### config.mk
export PLATFORM = sky130hd
export DESIGN_NAME = alu
export DESIGN_NICKNAME = d
export VERILOG_FILES = /design/src/rtl/alu.sv
export SDC_FILE = /design/constraint.sdc
export NUM_CORES = 1
export LEC_CHECK = 0
export ABC_AREA = 0
export BUFFER_PORTS_ARGS = -buffer_cell sky130_fd_sc_hd__buf_4
export CAP_MARGIN = 15
export CELL_PAD_IN_SITES_DETAIL_PLACEMENT = 0
export CELL_PAD_IN_SITES_GLOBAL_PLACEMENT = 1
export CORE_MARGIN = 3
export CORE_UTILIZATION = 45
export CTS_CLUSTER_DIAMETER = 150
export DETAILED_ROUTE_END_ITERATION = 10
export GPL_TIMING_DRIVEN = 0
export PLACE_DENSITY_LB_ADDON = 0.25
export SYNTH_ARGS = -nofsm -noshare
export SYNTH_HDL_FRONTEND = slang
export SYNTH_SLANG_ARGS = --single-unit
### constraint.sdc
create_clock -name i_clock -period 3.63 [get_ports i_clock]
set_input_delay 0.1815 -clock i_clock [delete_from_list [all_inputs] [get_ports i_clock]]
set_output_delay 0.1815 -clock i_clock [all_outputs]
set_load 0.02 [all_outputs]
### src/rtl/alu.sv
// Board-level ALU: operands and opcode are latched from a shared switch bank under
// independent load buttons; the result is driven combinationally onto the LEDs.
module alu #(
    parameter int NB_DATA = 8,
    parameter int NB_OP   = 6
) (
    input  logic               i_clock,
    input  logic               i_reset,
    input  logic               i_bA,
    input  logic               i_bB,
    input  logic               i_bOP,
    input  logic [NB_DATA-1:0] i_Switch,
    output logic [NB_DATA-1:0] o_LEDS
);

    localparam logic [NB_OP-1:0] OP_ADD = 6'b100000;
    localparam logic [NB_OP-1:0] OP_SUB = 6'b100010;
    localparam logic [NB_OP-1:0] OP_AND = 6'b100100;
    localparam logic [NB_OP-1:0] OP_OR  = 6'b100101;
    localparam logic [NB_OP-1:0] OP_XOR = 6'b100110;
    localparam logic [NB_OP-1:0] OP_NOR = 6'b100111;
    localparam logic [NB_OP-1:0] OP_SRA = 6'b000011;
    localparam logic [NB_OP-1:0] OP_SRL = 6'b000010;

    logic [NB_DATA-1:0] reg_a;
    logic [NB_DATA-1:0] reg_b;
    logic [NB_OP-1:0]   reg_op;

    // Buttons are level-sensitive: a held button simply reloads the same value each edge.
    always_ff @(posedge i_clock) begin
        if (!i_reset) begin
            reg_a  <= '0;
            reg_b  <= '0;
            reg_op <= '0;
        end else begin
            if (i_bA)  reg_a  <= i_Switch;
            if (i_bB)  reg_b  <= i_Switch;
            if (i_bOP) reg_op <= i_Switch[NB_OP-1:0];
        end
    end

    // Shift amount is the full unsigned B, so B >= NB_DATA saturates to all-fill.
    always_comb begin
        o_LEDS = '0;
        case (reg_op)
            OP_ADD:  o_LEDS = reg_a + reg_b;
            OP_SUB:  o_LEDS = reg_a - reg_b;
            OP_AND:  o_LEDS = reg_a & reg_b;
            OP_OR:   o_LEDS = reg_a | reg_b;
            OP_XOR:  o_LEDS = reg_a ^ reg_b;
            OP_NOR:  o_LEDS = ~(reg_a | reg_b);
            OP_SRA:  o_LEDS = $unsigned($signed(reg_a) >>> reg_b);
            OP_SRL:  o_LEDS = reg_a >> reg_b;
            default: o_LEDS = '0;
        endcase
    end

endmodule

==> impl_metrics.toml <==
[detailed_routing]
drt_first_pass_iters = 4
postRouteAntennaNets = 0
drt-total-wl_mm = 5.922
drtIter0Drc = 104
drt-wirelength-per-cell_um = 15.67
vias = 2118
drc = 0
vias_per_cell = 5.603

[final_layout]
post-route-util_pct = 56.28
final_common_cell = "mux2i_1"
drive_gt1_share_pct = 17.68
final_nets = 350
mostFrequentLayoutCells = "mux2i_1 (30), nor2b_1 (27), buf_4 (23), ha_1 (23), dfxtp_1 (20)"
n_antenna_cell = 0
area_delta_synth_final_pct = 17.45

[clock_network]
cts_tree = "done"
cts_buffer_depth = 2
numClockSinks = 22
insertion_delay_ns = 0.26
cts_buffers = 3
clkTransAtPathRegs_ns = 0.08
cts_root_buf = "clkbuf_8"
hold_buffers = 0
cts_htree_levels = 1

[synthesis]
synth_seq_cells = 22
yosys.area.top_type_share_pct = 18.96
syn_area_mm2 = 0.002323
synth_enable_flop_cells = 0
synth_cells = 285
yosysTopAreaCell = "dfxtp_1"
synth_warnings = 0
yosys.cell_types.count = 49
yosys-top-cells-area = "dfxtp_1 (19%), ha_1 (13%), mux2i_1 (13%), nor2b_1 (7.5%), xnor2_1 (6.4%)"
async_flop_share_pct = 0
synth_area_per_cell_um2 = 8.153
synthFlopType = "dfxtp_1"
synth_nets = 323
ys_seq_area_share_pct = 18.96

[timing]
hold_violations = 0
slew_headroom_pct = 38.40
min_period_ns = 3.507
fin_crit_sh_pct = 96.60
fin_hold_ws_ns = 0.1448
grt_setup_unrepaired = "no"
fmax_ghz = 0.2852
setup_violations = 0
fin_skew_ns = 0
drv_slew = 0
worst_pin_slew_ns = 0.9164
setup_ws_ns = 0.1233

[place]
gp_congestion = 0.9089
dp_hpwl_mm = 4.712
pre_cts_ws_ns = -0.1071
io_buffers = 17

[setup_path]
cp.arrival_ns = 3.33
cp_slowest_cell = "or4b_4"
critPathKind = "flop to primary output"
end_kind = "primary output"
required_ns = 3.45
cp_cell_sequence = "or4b_4 > or2_4 > a21o_4 > inv_2 > ha_4 > nor2b_4 > o2111ai_2 > nand3_2 > o41a_1 > xnor2_1 > a221o_2 > buf_6"
slowest_delay_ns = 0.55
setup.worst_path.start_class = "flop"
path_max_fanout = 3

[floorplanning]
die_h_um = 77.86
core_mm2 = 0.004848
start_util_pct = 47.92
rows = 25
die_w_um = 77.86
die-area_mm2 = 0.006061
io_pins = 21

[global_route]
grt_pass1_wl_mm = 10.04
grt_overflow = 0
first_global_vias = 1948
gr-usage-all-layers_pct = 20.49
antenna_found_initial = 0
grt_max_degree = 14

[pwr]
intPower_mw = 0.5629
combPwrFrac_pct = 40.3
pwr-share-seq_pct = 32.9
netSwitchingPower_mw = 0.2840
p_leak_nw = 1.164
power_mw = 0.8469
cellPowerDensity_mw_per_mm2 = 310.4
power_switching_share_pct = 33.54
clockPowerShare_pct = 26.8
ir_worst_vdd_v = 0.0003528

[min_path]
hp-class = "input port to flop"

[run_status]
status = "completed"

[run]
drv_cap = 0
## state kept, by name (all words and copies together), names as in the netlist
signal	flops
reg_a	8
reg_op	6
reg_b	8
## timing repair
item,4_1_cts,5_1_grt
setup buffers,4,2
gates resized for setup,16,8
setup endpoints to repair,4,2
pin swaps,9,9
## through the flow
step                cell area, um^2  cells  setup TNS (ns)
global placement               2535    369        -0.05405
detailed placement             2541    369         -0.1071
CTS                            2698    377        -0.07316
floorplan                      2323    285               0
global route                   2729    378               0
finish                         2729    378               0
## synthesized netlist by cell type (2+ instances only)
library cell / n
a211o_1: 2
a211oi_1: 5
a21o_1: 2
a21oi_1: 12
a221oi_1: 2
a22oi_1: 2
a31oi_1: 3
and2_1: 2
buf_2: 3
buf_6: 2
clkbuf_1: 10
dfxtp_1: 22
ha_1: 24
inv_1: 18
mux2i_1: 30
nand2_1: 19
nand2b_1: 2
nand3_1: 5
nor2_1: 20
nor2b_1: 28
nor3_1: 2
nor4_1: 4
o211ai_1: 6
o21ai_0: 14
o22ai_1: 3
xnor2_1: 17
xor2_1: 4
## routing by layer
metal	routed length, um	global-route usage [%]	vias to the layer above
li1	-	-	1056
met1	2717	29.92	974
met2	2683	32.28	77
met3	405	1.624	11
met4	116	5.160	0
met5	0	0	-
## logic make-up (layout without fill, tap and decap cells)
logic type                 count (synthesis)  after routing  share of synthesized area [%]
and+or+nand+nor                           89             89                          20.46
DFF                                       22             22                          18.96
xor gates and xnor gates                  21             21                          7.916
AOI/OAI and AO/OA                         62             62                          18.20
muxes                                     32             32                          14.38
buffers and inverters                     34             60                          6.300
adders and majority gates                 25             25                          13.79
## power groups by stage
stage	clock [mW]	sequential [mW]	combinational (mW)
2_1_floorplan	0	0.276	0.242
3_3_place_gp	0	0.284	0.311
3_5_place_dp	0	0.284	0.313
4_1_cts	0.232	0.278	0.330
5_1_grt	0.243	0.282	0.378
6_report	0.227	0.279	0.341
## cell type report
type / count / area, um^2
fill: 468 / 2120
timing repair buffer: 23 / 176.4
buffer: 15 / 81.33
inverter: 18 / 67.56
clock buffer: 3 / 41.29
sequential: 22 / 442.9
multi-input combinational: 229 / 1805
tap: 67 / 83.83
clock inverter: 1 / 30.03
## worst paths after layout
kind | startpoint | cells after the start | slack (ns) | to
setup / recovery | reg_op[3] | 12 | 0.12 | o_LEDS[7]
hold / removal | i_reset | 2 | 0.14 | reg_b[1]
setup reg to reg | reg_op[1] | 4 | 2.37 | reg_op[1]
hold reg to reg | reg_a[0] | 2 | 0.59 | reg_a[0]
## critical path: cells and delay by family (launching register included)
family	cells	cell delay [ns]
compound gates	4	1.10
flops	1	0.32
simple gates	4	1.09
fa+ha+maj	1	0.19
buf+inv	2	0.21
xor+xnor	1	0.15
Note: power is estimated with default switching activity, not from simulation.
